`config.mk`:
```
export PLATFORM = sky130hd
export DESIGN_NAME = i2c_apb_regs_flat
export DESIGN_NICKNAME = d
export VERILOG_FILES = /design/src/rtl/i2c_apb_regs_pkg.sv /design/src/rtl/i2c_apb_regs_if.sv /design/src/rtl/i2c_sync_fifo.sv /design/src/rtl/i2c_apb_regs.sv /design/src/flat_wrapper.sv
export SDC_FILE = /design/constraint.sdc
export NUM_CORES = 1
export LEC_CHECK = 0
export BUFFER_PORTS_ARGS = -buffer_cell sky130_fd_sc_hd__clkbuf_2
export CAP_MARGIN = 20
export CORE_ASPECT_RATIO = 1.75
export CORE_UTILIZATION = 25
export DETAILED_ROUTE_END_ITERATION = 12
export MAX_ROUTING_LAYER = met4
export SYNTH_ARGS = -nofsm -noshare
export SYNTH_HDL_FRONTEND = slang
export SYNTH_SLANG_ARGS = --single-unit
```
`constraint.sdc`:
```
create_clock -name core_clk -period 3.2 [get_ports core_clk]
set_input_delay 0.64 -clock core_clk [delete_from_list [all_inputs] [get_ports core_clk]]
set_output_delay 0.64 -clock core_clk [all_outputs]
set_load 0.005 [all_outputs]
```
`src/rtl/i2c_apb_regs_pkg.sv`:
```
// Shared definitions for the I2C APB register block.
// Contents:
//   - register byte offsets
//   - CTRL and STATUS bit indices
//   - default FIFO depth
//   - register-select enum and address decoder
//   - packed CTRL storage struct
package i2c_apb_regs_pkg;

  localparam int FIFO_DEPTH_DEF = 8;

  // Register byte offsets (paddr[1:0] is ignored by the decoder).
  localparam logic [7:0] OFF_CTRL   = 8'h00;
  localparam logic [7:0] OFF_ADDR   = 8'h04;
  localparam logic [7:0] OFF_TXDATA = 8'h08;
  localparam logic [7:0] OFF_RXDATA = 8'h0C;
  localparam logic [7:0] OFF_STATUS = 8'h10;

  // CTRL bit indices.
  localparam int CTRL_ENABLE    = 0;
  localparam int CTRL_REP_START = 1;
  localparam int CTRL_AUTO_STOP = 2;
  localparam int CTRL_TX_CLR    = 3;
  localparam int CTRL_RX_CLR    = 4;
  localparam int CTRL_IE_TX     = 5;
  localparam int CTRL_IE_RX     = 6;

  // STATUS bit indices; TX_OVF, RX_OVF and RX_UDF are sticky.
  localparam int ST_TX_EMPTY = 0;
  localparam int ST_TX_FULL  = 1;
  localparam int ST_RX_EMPTY = 2;
  localparam int ST_RX_FULL  = 3;
  localparam int ST_TX_OVF   = 4;
  localparam int ST_RX_OVF   = 5;
  localparam int ST_RX_UDF   = 6;

  typedef enum logic [2:0] {
    REG_CTRL,
    REG_ADDR,
    REG_TXDATA,
    REG_RXDATA,
    REG_STATUS,
    REG_NONE
  } reg_sel_e;

  // Stored CTRL bits; the clear bits are pulses and are never stored.
  typedef struct packed {
    logic ie_rx;
    logic ie_tx;
    logic auto_stop;
    logic rep_start;
    logic enable;
  } ctrl_t;

  // Maps a word address (paddr[7:2]) to a register select.
  function automatic reg_sel_e decode_addr(input logic [5:0] word);
    case ({word, 2'b00})
      OFF_CTRL:   return REG_CTRL;
      OFF_ADDR:   return REG_ADDR;
      OFF_TXDATA: return REG_TXDATA;
      OFF_RXDATA: return REG_RXDATA;
      OFF_STATUS: return REG_STATUS;
      default:    return REG_NONE;
    endcase
  endfunction

endpackage

```
`src/rtl/i2c_apb_regs_if.sv`:
```
// APB bus bundle for the I2C register block.
// Signals:
//   - paddr, psel, penable, pwrite, pwdata: driven by the master
//   - prdata, pready, pslverr: driven by the slave
interface i2c_apb_regs_if;
  logic [7:0] paddr;
  logic       psel;
  logic       penable;
  logic       pwrite;
  logic [7:0] pwdata;
  logic [7:0] prdata;
  logic       pready;
  logic       pslverr;

  modport master (
    output paddr, psel, penable, pwrite, pwdata,
    input  prdata, pready, pslverr
  );

  modport slave (
    input  paddr, psel, penable, pwrite, pwdata,
    output prdata, pready, pslverr
  );
endinterface

```
`src/rtl/i2c_sync_fifo.sv`:
```
// Single-clock circular FIFO with (PTR_W+1)-bit read/write pointers.
// Ports:
//   clk, rst  : clock, asynchronous active-high reset
//   clr_i     : empties the FIFO on this edge; a same-cycle push/pop is discarded
//   push_i    : write din_i; accepted when not full, or when full with a pop
//   pop_i     : advance head; ignored on empty
//   din_i     : data to push
//   dout_o    : current head (0 when empty)
//   empty_o   : FIFO empty
//   full_o    : FIFO full
//   ovf_o     : one-cycle pulse when a push is dropped because the FIFO is full
//   count_o   : number of stored entries
module i2c_sync_fifo #(
  parameter  int DEPTH = 8,
  parameter  int WIDTH = 8,
  localparam int PTR_W = $clog2(DEPTH)
) (
  input  logic             clk,
  input  logic             rst,
  input  logic             clr_i,
  input  logic             push_i,
  input  logic             pop_i,
  input  logic [WIDTH-1:0] din_i,
  output logic [WIDTH-1:0] dout_o,
  output logic             empty_o,
  output logic             full_o,
  output logic             ovf_o,
  output logic [PTR_W:0]   count_o
);

  logic [WIDTH-1:0] mem_q [DEPTH];
  logic [PTR_W:0]   wptr_q, wptr_d;
  logic [PTR_W:0]   rptr_q, rptr_d;
  logic             push_ok, pop_ok;

  assign empty_o = (wptr_q == rptr_q);
  assign full_o  = (wptr_q[PTR_W] != rptr_q[PTR_W]) &&
                   (wptr_q[PTR_W-1:0] == rptr_q[PTR_W-1:0]);
  assign count_o = wptr_q - rptr_q;

  // A pop on empty is ignored, so a push+pop on empty only pushes.
  // A pop on a full FIFO frees the slot the push writes into.
  assign pop_ok  = pop_i & ~clr_i & ~empty_o;
  assign push_ok = push_i & ~clr_i & (~full_o | pop_ok);
  assign ovf_o   = push_i & ~clr_i & full_o & ~pop_ok;

  assign wptr_d = clr_i ? '0 : wptr_q + {{PTR_W{1'b0}}, push_ok};
  assign rptr_d = clr_i ? '0 : rptr_q + {{PTR_W{1'b0}}, pop_ok};

  assign dout_o = empty_o ? '0 : mem_q[rptr_q[PTR_W-1:0]];

  // NOTE: sequential state uses non-blocking assignments so every register
  // samples the pre-edge values of the others.
  always_ff @(posedge clk or posedge rst) begin
    if (rst) begin
      wptr_q <= '0;
      rptr_q <= '0;
    end else begin
      wptr_q <= wptr_d;
      rptr_q <= rptr_d;
    end
  end

  // NOTE: storage is deliberately not reset; the pointers alone decide which
  // entries are valid, and dout_o is forced to 0 while empty.
  always_ff @(posedge clk) begin
    if (push_ok) mem_q[wptr_q[PTR_W-1:0]] <= din_i;
  end

endmodule

```
`src/rtl/i2c_apb_regs.sv`:
```
// APB register file and TX/RX byte buffering in front of the I2C controller.
// Ports:
//   core_clk, rst        : clock, asynchronous active-high reset
//   apb                  : APB slave (zero wait states; pslverr on bad access)
//   enable               : CTRL.enable to controller
//   repeated_start_cond  : CTRL.repeated_start to controller
//   slave_address        : ADDR register, {addr[6:0], rw}
//   data_in              : TX FIFO head (0 when empty)
//   fifo_tx_enable       : controller pop request on TX FIFO
//   fifo_rx_enable       : converter push request on RX FIFO
//   rx_data              : byte pushed into the RX FIFO
//   irq                  : level interrupt
module i2c_apb_regs
  import i2c_apb_regs_pkg::*;
#(
  parameter int FIFO_DEPTH = FIFO_DEPTH_DEF
) (
  input  logic                 core_clk,
  input  logic                 rst,
  i2c_apb_regs_if.slave        apb,
  output logic                 enable,
  output logic                 repeated_start_cond,
  output logic [7:0]           slave_address,
  output logic [7:0]           data_in,
  input  logic                 fifo_tx_enable,
  input  logic                 fifo_rx_enable,
  input  logic [7:0]           rx_data,
  output logic                 irq
);

  localparam int             PTR_W = $clog2(FIFO_DEPTH);
  localparam logic [PTR_W:0] ONE   = 1;

  ctrl_t      ctrl_q, ctrl_d;
  logic [7:0] addr_q, addr_d;
  logic       tx_ovf_q, tx_ovf_d;
  logic       rx_ovf_q, rx_ovf_d;
  logic       rx_udf_q, rx_udf_d;

  reg_sel_e   sel;
  logic       access, wr_acc, rd_acc;
  logic       ctrl_wr, addr_wr, status_wr;
  logic       tx_push, tx_push_err, tx_clr;
  logic       rx_pop, rx_pop_err, rx_clr;
  logic       auto_stop_hit;
  logic [7:0] ctrl_rd, status_rd, rdata;

  logic [7:0]     tx_dout, rx_dout;
  logic           tx_empty, tx_full, rx_empty, rx_full;
  logic           tx_ovf_pulse, rx_ovf_pulse;
  logic [PTR_W:0] tx_count, rx_count;

  // Address low bits, pwdata[7] and the RX level carry no function here.
  logic unused_bits;
  assign unused_bits = ^{apb.paddr[1:0], apb.pwdata[7], rx_count, tx_ovf_pulse};

  // ---------------------------------------------------------------------------
  // APB decode; all side effects happen on the access-phase edge.
  // ---------------------------------------------------------------------------
  assign sel    = decode_addr(apb.paddr[7:2]);
  assign access = apb.psel & apb.penable;
  assign wr_acc = access & apb.pwrite;
  assign rd_acc = access & ~apb.pwrite;

  assign ctrl_wr   = wr_acc & (sel == REG_CTRL);
  assign addr_wr   = wr_acc & (sel == REG_ADDR);
  assign status_wr = wr_acc & (sel == REG_STATUS);
  assign tx_clr    = ctrl_wr & apb.pwdata[CTRL_TX_CLR];
  assign rx_clr    = ctrl_wr & apb.pwdata[CTRL_RX_CLR];

  // Erroring accesses have no FIFO side effect, only the sticky flag.
  assign tx_push_err = wr_acc & (sel == REG_TXDATA) & tx_full;
  assign tx_push     = wr_acc & (sel == REG_TXDATA) & ~tx_full;
  assign rx_pop_err  = rd_acc & (sel == REG_RXDATA) & rx_empty;
  assign rx_pop      = rd_acc & (sel == REG_RXDATA) & ~rx_empty;

  assign apb.pready  = 1'b1;
  assign apb.pslverr = (access & (sel == REG_NONE)) | tx_push_err | rx_pop_err;

  // Controller pop that leaves the TX FIFO empty.
  assign auto_stop_hit = ctrl_q.auto_stop & fifo_tx_enable & ~tx_empty & ~tx_clr &
                         ~tx_push & (tx_count == ONE);

  // ---------------------------------------------------------------------------
  // FIFOs
  // ---------------------------------------------------------------------------
  i2c_sync_fifo #(.DEPTH(FIFO_DEPTH), .WIDTH(8)) u_tx_fifo (
    .clk     (core_clk),
    .rst     (rst),
    .clr_i   (tx_clr),
    .push_i  (tx_push),
    .pop_i   (fifo_tx_enable),
    .din_i   (apb.pwdata),
    .dout_o  (tx_dout),
    .empty_o (tx_empty),
    .full_o  (tx_full),
    .ovf_o   (tx_ovf_pulse),
    .count_o (tx_count)
  );

  i2c_sync_fifo #(.DEPTH(FIFO_DEPTH), .WIDTH(8)) u_rx_fifo (
    .clk     (core_clk),
    .rst     (rst),
    .clr_i   (rx_clr),
    .push_i  (fifo_rx_enable),
    .pop_i   (rx_pop),
    .din_i   (rx_data),
    .dout_o  (rx_dout),
    .empty_o (rx_empty),
    .full_o  (rx_full),
    .ovf_o   (rx_ovf_pulse),
    .count_o (rx_count)
  );

  // ---------------------------------------------------------------------------
  // Read mux
  // ---------------------------------------------------------------------------
  // NOTE: every always_comb output gets a default first so no path can
  // leave it unassigned and infer a latch.
  always_comb begin
    ctrl_rd                 = '0;
    ctrl_rd[CTRL_ENABLE]    = ctrl_q.enable;
    ctrl_rd[CTRL_REP_START] = ctrl_q.rep_start;
    ctrl_rd[CTRL_AUTO_STOP] = ctrl_q.auto_stop;
    ctrl_rd[CTRL_IE_TX]     = ctrl_q.ie_tx;
    ctrl_rd[CTRL_IE_RX]     = ctrl_q.ie_rx;

    status_rd              = '0;
    status_rd[ST_TX_EMPTY] = tx_empty;
    status_rd[ST_TX_FULL]  = tx_full;
    status_rd[ST_RX_EMPTY] = rx_empty;
    status_rd[ST_RX_FULL]  = rx_full;
    status_rd[ST_TX_OVF]   = tx_ovf_q;
    status_rd[ST_RX_OVF]   = rx_ovf_q;
    status_rd[ST_RX_UDF]   = rx_udf_q;

    rdata = '0;
    if (rd_acc) begin
      case (sel)
        REG_CTRL:   rdata = ctrl_rd;
        REG_ADDR:   rdata = addr_q;
        REG_RXDATA: rdata = rx_dout;
        REG_STATUS: rdata = status_rd;
        default:    rdata = '0;
      endcase
    end
  end

  assign apb.prdata = rdata;

  // ---------------------------------------------------------------------------
  // Register next state
  // ---------------------------------------------------------------------------
  always_comb begin
    ctrl_d   = ctrl_q;
    addr_d   = addr_q;
    tx_ovf_d = tx_ovf_q;
    rx_ovf_d = rx_ovf_q;
    rx_udf_d = rx_udf_q;

    if (auto_stop_hit) ctrl_d.enable = 1'b0;

    // A software write on the same edge overrides the auto-stop clear.
    if (ctrl_wr) begin
      ctrl_d.enable    = apb.pwdata[CTRL_ENABLE];
      ctrl_d.rep_start = apb.pwdata[CTRL_REP_START];
      ctrl_d.auto_stop = apb.pwdata[CTRL_AUTO_STOP];
      ctrl_d.ie_tx     = apb.pwdata[CTRL_IE_TX];
      ctrl_d.ie_rx     = apb.pwdata[CTRL_IE_RX];
    end

    if (addr_wr) addr_d = apb.pwdata;

    if (status_wr) begin
      tx_ovf_d = tx_ovf_q & ~apb.pwdata[ST_TX_OVF];
      rx_ovf_d = rx_ovf_q & ~apb.pwdata[ST_RX_OVF];
      rx_udf_d = rx_udf_q & ~apb.pwdata[ST_RX_UDF];
    end

    // A new event on the same edge as a write-1-clear keeps the flag set.
    tx_ovf_d = tx_ovf_d | tx_push_err;
    rx_ovf_d = rx_ovf_d | rx_ovf_pulse;
    rx_udf_d = rx_udf_d | rx_pop_err;
  end

  always_ff @(posedge core_clk or posedge rst) begin
    if (rst) begin
      ctrl_q   <= '0;
      addr_q   <= '0;
      tx_ovf_q <= 1'b0;
      rx_ovf_q <= 1'b0;
      rx_udf_q <= 1'b0;
    end else begin
      ctrl_q   <= ctrl_d;
      addr_q   <= addr_d;
      tx_ovf_q <= tx_ovf_d;
      rx_ovf_q <= rx_ovf_d;
      rx_udf_q <= rx_udf_d;
    end
  end

  // ---------------------------------------------------------------------------
  // Controller-side outputs
  // ---------------------------------------------------------------------------
  assign enable              = ctrl_q.enable;
  assign repeated_start_cond = ctrl_q.rep_start;
  assign slave_address       = addr_q;
  assign data_in             = tx_dout;
  assign irq                 = (ctrl_q.ie_tx & tx_empty) | (ctrl_q.ie_rx & ~rx_empty);

endmodule

```
`src/flat_wrapper.sv`:
```
// flat-port wrapper written by rule: the top's interface ports become plain ports
module i2c_apb_regs_flat import i2c_apb_regs_pkg::*;
#(
  parameter int FIFO_DEPTH = FIFO_DEPTH_DEF
)
  (core_clk, rst, enable, repeated_start_cond, slave_address, data_in, fifo_tx_enable, fifo_rx_enable, rx_data, irq, apb_paddr, apb_psel, apb_penable, apb_pwrite, apb_pwdata, apb_prdata, apb_pready, apb_pslverr);
  i2c_apb_regs_if apb_i ();
  input  logic core_clk;
  input  logic rst;
  output logic enable;
  output logic repeated_start_cond;
  output logic [7:0] slave_address;
  output logic [7:0] data_in;
  input  logic fifo_tx_enable;
  input  logic fifo_rx_enable;
  input  logic [7:0] rx_data;
  output logic irq;
  input wire logic [$bits(apb_i.paddr)-1:0] apb_paddr;
  input wire logic [$bits(apb_i.psel)-1:0] apb_psel;
  input wire logic [$bits(apb_i.penable)-1:0] apb_penable;
  input wire logic [$bits(apb_i.pwrite)-1:0] apb_pwrite;
  input wire logic [$bits(apb_i.pwdata)-1:0] apb_pwdata;
  output wire logic [$bits(apb_i.prdata)-1:0] apb_prdata;
  output wire logic [$bits(apb_i.pready)-1:0] apb_pready;
  output wire logic [$bits(apb_i.pslverr)-1:0] apb_pslverr;
  assign apb_i.paddr = apb_paddr;
  assign apb_i.psel = apb_psel;
  assign apb_i.penable = apb_penable;
  assign apb_i.pwrite = apb_pwrite;
  assign apb_i.pwdata = apb_pwdata;
  assign apb_prdata = apb_i.prdata;
  assign apb_pready = apb_i.pready;
  assign apb_pslverr = apb_i.pslverr;
  i2c_apb_regs #(.FIFO_DEPTH(FIFO_DEPTH)) u_core (.core_clk(core_clk), .rst(rst), .apb(apb_i), .enable(enable), .repeated_start_cond(repeated_start_cond), .slave_address(slave_address), .data_in(data_in), .fifo_tx_enable(fifo_tx_enable), .fifo_rx_enable(fifo_rx_enable), .rx_data(rx_data), .irq(irq));
endmodule
```
== After elaboration in Yosys (flattened, before gate mapping) ==
Memories as Yosys holds them, arrays and structs flattened.
Cells that the tools add are included.
Word-level totals
  output and inout bits: 29
  bits in writable memories: 128
  memories: 2
  word-level logic and storage cells: 114
  bits in registers: 32
Memory list
  u_core.u_rx_fifo.mem_q: words 8, width 8, rd ports 1, clocked after memory_dff 0, write ports 1, RTL line i2c_sync_fifo.sv:31  | logic [WIDTH-1:0] mem_q [DEPTH];
  u_core.u_tx_fifo.mem_q: words 8, width 8, rd ports 1, clocked after memory_dff 0, write ports 1, RTL line i2c_sync_fifo.sv:31
Operators by class
  muxes and demuxes: 18
  eq/ne operators: 16
  $add $sub $neg: 5
  bitwise logic cells: 55
  reduce and logical (&&, ||, !) cells: 5
Operator list (count)
  $and A1 B1 Y1: 35
  $pmux W8 S4: 1
  $mux W8: 3
  $add A4 B1 Y4: 4
  $mux W4: 4
  $pmux W3 S5: 1
  $eq A6 B2 Y1 const B: 2
  $not A1 Y1: 12
  $mux W1: 9
  $eq A4 B4 Y1: 2
  $or A1 B1 Y1: 8
  $eq A3 B2 Y1 const B: 2
  $eq A3 B3 Y1: 2
  $eq A3 B3 Y1 const B: 2
  $eq A6 B1 Y1 const B: 1
  $eq A6 B3 Y1 const B: 1
  $logic_not A6 Y1: 1
  $eq A4 B1 Y1 const B: 1
  $sub A4 B4 Y4: 1
  $eq A3 B1 Y1 const B: 1
  $logic_not A3 Y1: 1
  $logic_and A1 B1 Y1: 2
  $ne A1 B1 Y1: 2
  $reduce_bool A2 Y1: 1

== Longest topological paths before layout ==
  depth after elaboration: 12
  gate-level depth with buffers: 12
  mapped depth without buffers: 9

== Cells and area by module ==
A second synthesis with hierarchy kept.
Second synthesis, totals
  cell total of the unflattened synthesis: 502
  area, all modules: 7255.7 um^2
By module, submodules not included
  i2c_sync_fifo at u_core.u_rx_fifo: seq. area each 2122.0 um^2, area each 3120.5 um^2, instances 1, cells each 198
  i2c_sync_fifo at u_core.u_tx_fifo: seq. area each 2122.0 um^2, area each 3079.2 um^2, instances 1, cells each 199
  i2c_apb_regs: seq. area each 400.4 um^2, area each 1056.0 um^2, instances 1, cells each 105

== Least setup slack after synthesis ==
Ideal clock, no wire load.
  path type: reg-to-reg
  start: reg u_core.u_tx_fifo.rptr_q[1]
  end: mem u_core.u_tx_fifo.mem_q[1][0] (enable)
  required time: 2.817 ns
  buffers on the path: 2
  data arrival time: 2.447 ns
  slack: 0.369 ns
  library setup time: 0.383 ns
  cell stages (with the launch flop): 9
  path through: dfrtp_1 clkbuf_1 clkbuf_1 inv_1 ha_1 nand3_1 o2111a_1 nand2_1 nor3_1
Between the ends
  word-level cells in the longest chain between the ends: 8
Ends and longest elaborated chain
  start, declared: RTL line i2c_sync_fifo.sv:33  | logic [PTR_W:0] rptr_q, rptr_d;
  start signal, assigned: RTL line i2c_sync_fifo.sv:60  | rptr_q <= rptr_d;
  $eq A3 B3 Y1: RTL line i2c_sync_fifo.sv:38  | (wptr_q[PTR_W-1:0] == rptr_q[PTR_W-1:0]);
  $logic_and A1 B1 Y1: RTL line i2c_sync_fifo.sv:37  | assign full_o = (wptr_q[PTR_W] != rptr_q[PTR_W]) &&
  $not A1 Y1: RTL line i2c_sync_fifo.sv:44, i2c_apb_regs.sv:73
  $and A1 B1 Y1: RTL line i2c_apb_regs.sv:73  | assign tx_push = wr_acc & (sel == REG_TXDATA) & ~tx_full;
  $and A1 B1 Y1
  $and A1 B1 Y1 (*): RTL line i2c_sync_fifo.sv:44  | assign push_ok = push_i & ~clr_i & (~full_o | pop_ok);
  $mux W1 (*): RTL line i2c_sync_fifo.sv:67  | if (push_ok) mem_q[wptr_q[PTR_W-1:0]] <= din_i;
  $mux W1 (not written as such) (*): RTL line i2c_sync_fifo.sv:67
  end, declared: RTL line i2c_sync_fifo.sv:31
Mark *: on every way between the ends. The rest lies on a longest branch, timed or not.

== Final worst setup path ==
  start: reg u_core.u_tx_fifo.rptr_q[2]
  end: out apb_prdata[0]
Between the ends
  word-level cells in the longest chain between the ends: 3
Ends and longest elaborated chain
  $eq A4 B4 Y1: RTL line i2c_sync_fifo.sv:36  | assign empty_o = (wptr_q == rptr_q);
  $pmux W8 S4: RTL line i2c_apb_regs.sv:139  | case (sel)
  $mux W8: RTL line i2c_apb_regs.sv:138  | if (rd_acc) begin
  end, declared: RTL line flat_wrapper.sv:23  | output wire logic [$bits(apb_i.prdata)-1:0] apb_prdata;
Every way passes these cells.

==> metrics.txt <==
# TYPE chip_impl_metric gauge
chip_impl_info{name="run_status",value="completed"} 1
chip_impl_metric{name="wl_met1",unit="µm"} 5518
chip_impl_metric{name="max_freq",unit="GHz"} 0.3327
chip_impl_metric{name="wl_met3",unit="µm"} 629
chip_impl_metric{name="port_buffers",unit=""} 56
chip_impl_info{name="cp-end-kind",value="output port"} 1
chip_impl_info{name="top_layer_used",value="met4"} 1
chip_impl_metric{name="cts_inserted_buffers",unit=""} 17
chip_impl_metric{name="remaining_drc_errors",unit=""} 0
chip_impl_metric{name="final_cell_area",unit="mm²"} 0.008292
chip_impl_metric{name="num_vias",unit=""} 3883
chip_impl_metric{name="depth_of_the_cts_h_tree",unit=""} 4
chip_impl_metric{name="viasPerCell",unit=""} 4.413
chip_impl_metric{name="comb_power_share",unit="%"} 21.7
chip_impl_metric{name="place_hpwl",unit="µm"} 11840
chip_impl_info{name="synth.top_cells.by_area",value="sky130_fd_sc_hd__edfxtp_1 56%, sky130_fd_sc_hd__dfrtp_1 12%, sky130_fd_sc_hd__mux4_2 10%, sky130_fd_sc_hd__mux2_2 3.3%, sky130_fd_sc_hd__ha_1 2.0%"} 1
chip_impl_metric{name="clkPwrFrac",unit="%"} 34.3
chip_impl_metric{name="crit_arrival",unit="ns"} 2.37
chip_impl_metric{name="shortest_period_the_worst_path_allows",unit="ns"} 3.006
chip_impl_metric{name="gpl.final_weighted_congestion",unit=""} 0.8507
chip_impl_metric{name="antenna-diode-count",unit=""} 0
chip_impl_metric{name="ant_nets",unit=""} 0
chip_impl_metric{name="power.net_switching",unit="W"} 0.001658
chip_impl_metric{name="postSynthNetCount",unit=""} 462
chip_impl_metric{name="post_cts_buffers",unit=""} 0
chip_impl_metric{name="finalMaxSlewViolations",unit=""} 0
chip_impl_metric{name="fin_setup_tns",unit="ns"} 0
chip_impl_metric{name="drtIter0Drc",unit=""} 334
chip_impl_metric{name="drt_first_pass_iters",unit=""} 5
chip_impl_metric{name="cell_internal_power",unit="W"} 0.004109
chip_impl_metric{name="maximum_number_of_pins_on_one_net_before_global_route_repair",unit=""} 33
chip_impl_metric{name="synth_area",unit="mm²"} 0.006880
chip_impl_metric{name="io_pins",unit=""} 60
chip_impl_metric{name="powerDensity",unit="mW/mm²"} 695.5
chip_impl_metric{name="worstPathMaxFanout",unit=""} 11
chip_impl_metric{name="final_min_period_over_clock_period",unit="%"} 93.93
chip_impl_metric{name="antenna_found_initial",unit=""} 0
chip_impl_metric{name="number_of_unique_standard_cell_types_used_by_synthesis",unit=""} 49
chip_impl_metric{name="skew",unit="ns"} 0.01119
chip_impl_metric{name="die_y",unit="µm"} 221.5
chip_impl_metric{name="critical_path_rt",unit="ns"} 2.56
chip_impl_metric{name="fp.coreArea",unit="mm²"} 0.02713
chip_impl_metric{name="ys_seq_area_share",unit="%"} 67.50
chip_impl_metric{name="synthToLayoutAreaGrowth",unit="%"} 20.51
chip_impl_metric{name="die_w",unit="µm"} 127.4
chip_impl_metric{name="synth_async_sr_flop_share",unit="%"} 20.00
chip_impl_metric{name="detail_route.wl_per_cell",unit="µm"} 18.24
chip_impl_metric{name="slew-limit-headroom",unit="%"} 62.11
chip_impl_metric{name="switching_portion_of_total_power",unit="%"} 28.75
chip_impl_metric{name="yosysWarningCount",unit=""} 0
chip_impl_metric{name="clock_sink_count",unit=""} 160
chip_impl_metric{name="netlist_instances",unit=""} 419
chip_impl_metric{name="post_cts_hold_buffer_count",unit=""} 0
chip_impl_info{name="critical_path_class",value="flip-flop to output port"} 1
chip_impl_metric{name="max-cap-violations",unit=""} 0
chip_impl_metric{name="grt_usage",unit="%"} 12.60
chip_impl_metric{name="clock_latency",unit="ns"} 0.43
chip_impl_metric{name="die-area",unit="mm²"} 0.02822
chip_impl_metric{name="initial_core_util",unit="%"} 25.36
chip_impl_metric{name="worst_setup_hold_path_clk_slew",unit="ns"} 0.06
chip_impl_metric{name="placed_cell_area",unit="mm²"} 0.007714
chip_impl_info{name="grt_setup_unrepaired",value="false"} 1
chip_impl_metric{name="power.ir.vdd_worst",unit="V"} 0.0002990
chip_impl_metric{name="drive_above_1_share",unit="%"} 33.27
chip_impl_metric{name="routed-wl-met2",unit="µm"} 9326
chip_impl_metric{name="finish.net_count",unit=""} 541
chip_impl_info{name="worstHoldPathType",value="primary input to async pin"} 1
chip_impl_metric{name="p_seq_share",unit="%"} 44.1
chip_impl_metric{name="synth_area_per_cell",unit="µm²"} 16.42
chip_impl_info{name="yosys_most_used_dff",value="sky130_fd_sc_hd__edfxtp_1"} 1
chip_impl_metric{name="global_route.overflow_total",unit=""} 0
chip_impl_metric{name="synthesis_stage_register_bit_count",unit=""} 160
chip_impl_metric{name="power_leakage",unit="nW"} 2.980
chip_impl_info{name="yosys.area.top_type",value="sky130_fd_sc_hd__edfxtp_1"} 1
chip_impl_metric{name="synth.top_cell.area_share",unit="%"} 55.86
chip_impl_metric{name="finalSetupViolations",unit=""} 0
chip_impl_metric{name="fillerInstances",unit=""} 2670
chip_impl_info{name="synth_most_common_cell",value="sky130_fd_sc_hd__edfxtp_1"} 1
chip_impl_info{name="synth_commonest_cells",value="128 x sky130_fd_sc_hd__edfxtp_1, 32 x sky130_fd_sc_hd__dfrtp_1, 32 x sky130_fd_sc_hd__mux4_2, 26 x sky130_fd_sc_hd__nand2_1, 22 x sky130_fd_sc_hd__nand3_1"} 1
chip_impl_metric{name="grt_pass1_vias",unit=""} 4321
chip_impl_metric{name="synth-edff-count",unit=""} 128
chip_impl_metric{name="finalHoldViolCount",unit=""} 0
chip_impl_metric{name="clock_path_buffers",unit=""} 2
chip_impl_metric{name="grt_pass1_wl",unit="µm"} 25180
chip_impl_info{name="cts_root_buffer",value="sky130_fd_sc_hd__clkbuf_16"} 1
chip_impl_metric{name="placement_rows",unit=""} 80
chip_impl_info{name="tritoncts",value="built"} 1
chip_impl_metric{name="routed_wirelength",unit="µm"} 16060
chip_impl_info{name="critPathLaunchType",value="flip-flop"} 1
chip_impl_metric{name="worst-slew-pin-transition",unit="ns"} 0.5684
[path summary, 6_finish.rpt]
kind / startpoint / to / slack, ns / cells past startpoint
max: u_core.u_tx_fifo.rptr_q[2] / apb_prdata[0] / 0.19 / 8
min: rst / u_core.u_rx_fifo.wptr_q[0] / 0.29 / 3
max reg2reg: u_core.u_tx_fifo.rptr_q[2] / u_core.u_tx_fifo.rptr_q[1] / 0.96 / 9
min reg2reg: u_core.rx_udf_q / u_core.rx_udf_q / 0.51 / 1
max in group asynchronous: rst / u_core.slave_address[7] / 2.59 / 3
min in group core_clk: rx_data[0] / u_core.u_rx_fifo.mem_q[6][0] / 0.49 / 1
[final cells by class]
class	instances	area (µm²)	area share (%)
clock buffer	17	425.4	5.131
clock inverter	15	151.4	1.826
inverter	8	31.28	0.3772
multi-input combinational	231	2105	25.38
sequential	160	4644	56.01
tap	369	461.7	5.568
timing repair buffer	80	473.0	5.704
[metal layers]
metal	vias up	track usage, %
li1	1795	-
met1	1956	11.45
met2	105	23.64
met3	27	2.539
met4	0	7.335
met5	-	-
[what timing repair did]
| item | CTS | global route |
|---|---|---|
| endpoints found under the hold margin | 0 | 0 |
| endpoints found under the setup margin | 1 | 0 |
| gates resized for setup | 1 | 0 |
[sequential cells by signal, summed over array words and instances (netlist names)]
| signal | cells |
|---|---|
| u_core.u_rx_fifo.mem_q | 64 |
| u_core.u_tx_fifo.mem_q | 64 |
| u_core.slave_address | 8 |
| u_core.u_rx_fifo.rptr_q | 4 |
| u_core.u_rx_fifo.wptr_q | 4 |
| u_core.u_tx_fifo.rptr_q | 4 |
| u_core.u_tx_fifo.wptr_q | 4 |
| u_core.ctrl_q | 3 |
| u_core.enable | 1 |
| u_core.repeated_start_cond | 1 |
| u_core.rx_ovf_q | 1 |
| u_core.rx_udf_q | 1 |
| u_core.tx_ovf_q | 1 |
[worst max-delay path: stages, from the launching register on]
cell                       delay (ns)
sky130_fd_sc_hd__dfrtp_1         0.37
sky130_fd_sc_hd__clkinv_2        0.15
sky130_fd_sc_hd__ha_1            0.40
sky130_fd_sc_hd__nand3_1         0.15
sky130_fd_sc_hd__nor2_1          0.12
sky130_fd_sc_hd__buf_4           0.20
sky130_fd_sc_hd__a22oi_1         0.10
sky130_fd_sc_hd__a31oi_1         0.28
sky130_fd_sc_hd__clkbuf_2        0.17
[power groups by stage]
stage / Combinational [W] / Sequential, W / Clock [W]
after floorplan: 0.000845 / 0.00255 / 0
after global placement: 0.00125 / 0.00257 / 0
after detailed placement: 0.00127 / 0.00258 / 0
after CTS: 0.00128 / 0.00254 / 0.00202
after global routing: 0.00138 / 0.00256 / 0.00208
final: 0.00125 / 0.00254 / 0.00198
[stage by stage]
| stage | setup WS [ns] | utilization [%] | cells | power [W] | hold WS, ns |
|---|---|---|---|---|---|
| floorplan | 0.3694 | - | 419 | 0.003395 | 0.4570 |
| finish | 0.1942 | 30.57 | 880 | 0.005767 | 0.2892 |
| global placement | 0.2631 | 28.44 | 848 | 0.003818 | 0.4849 |
| CTS | 0.1663 | 30.57 | 880 | 0.005844 | 0.2862 |
| global route | 0.09066 | 30.57 | 880 | 0.006025 | 0.3317 |
| detailed placement | 0.2421 | 28.44 | 848 | 0.003852 | 0.4827 |
[kinds of logic after synthesis]
logic type	share of synthesized area, %
adders and majority gates	2.291
buffers and inverters	1.909
other	0.05450
muxes	13.89
DFF	67.50
and+or+nand+nor	8.747
AOI/OAI and AO/OA	3.692
xor gates and xnor gates	1.909
[cells in the final DEF (no fill, tap or decap), drive strengths merged, types with 3 or more instances in the layout]
cell type / instances
mux2: 20
clkinvlp: 4
a22oi: 4
nor2: 21
buf: 24
dfrtp: 32
nand2: 26
mux4: 32
nand3: 22
a21oi: 16
a31oi: 5
ha: 11
clkbuf: 73
inv: 15
and2: 3
nor2b: 10
nor3: 9
xor2: 5
and3: 7
clkinv: 3
xnor2: 10
edfxtp: 128
Power figures use the tool's default switching activity.
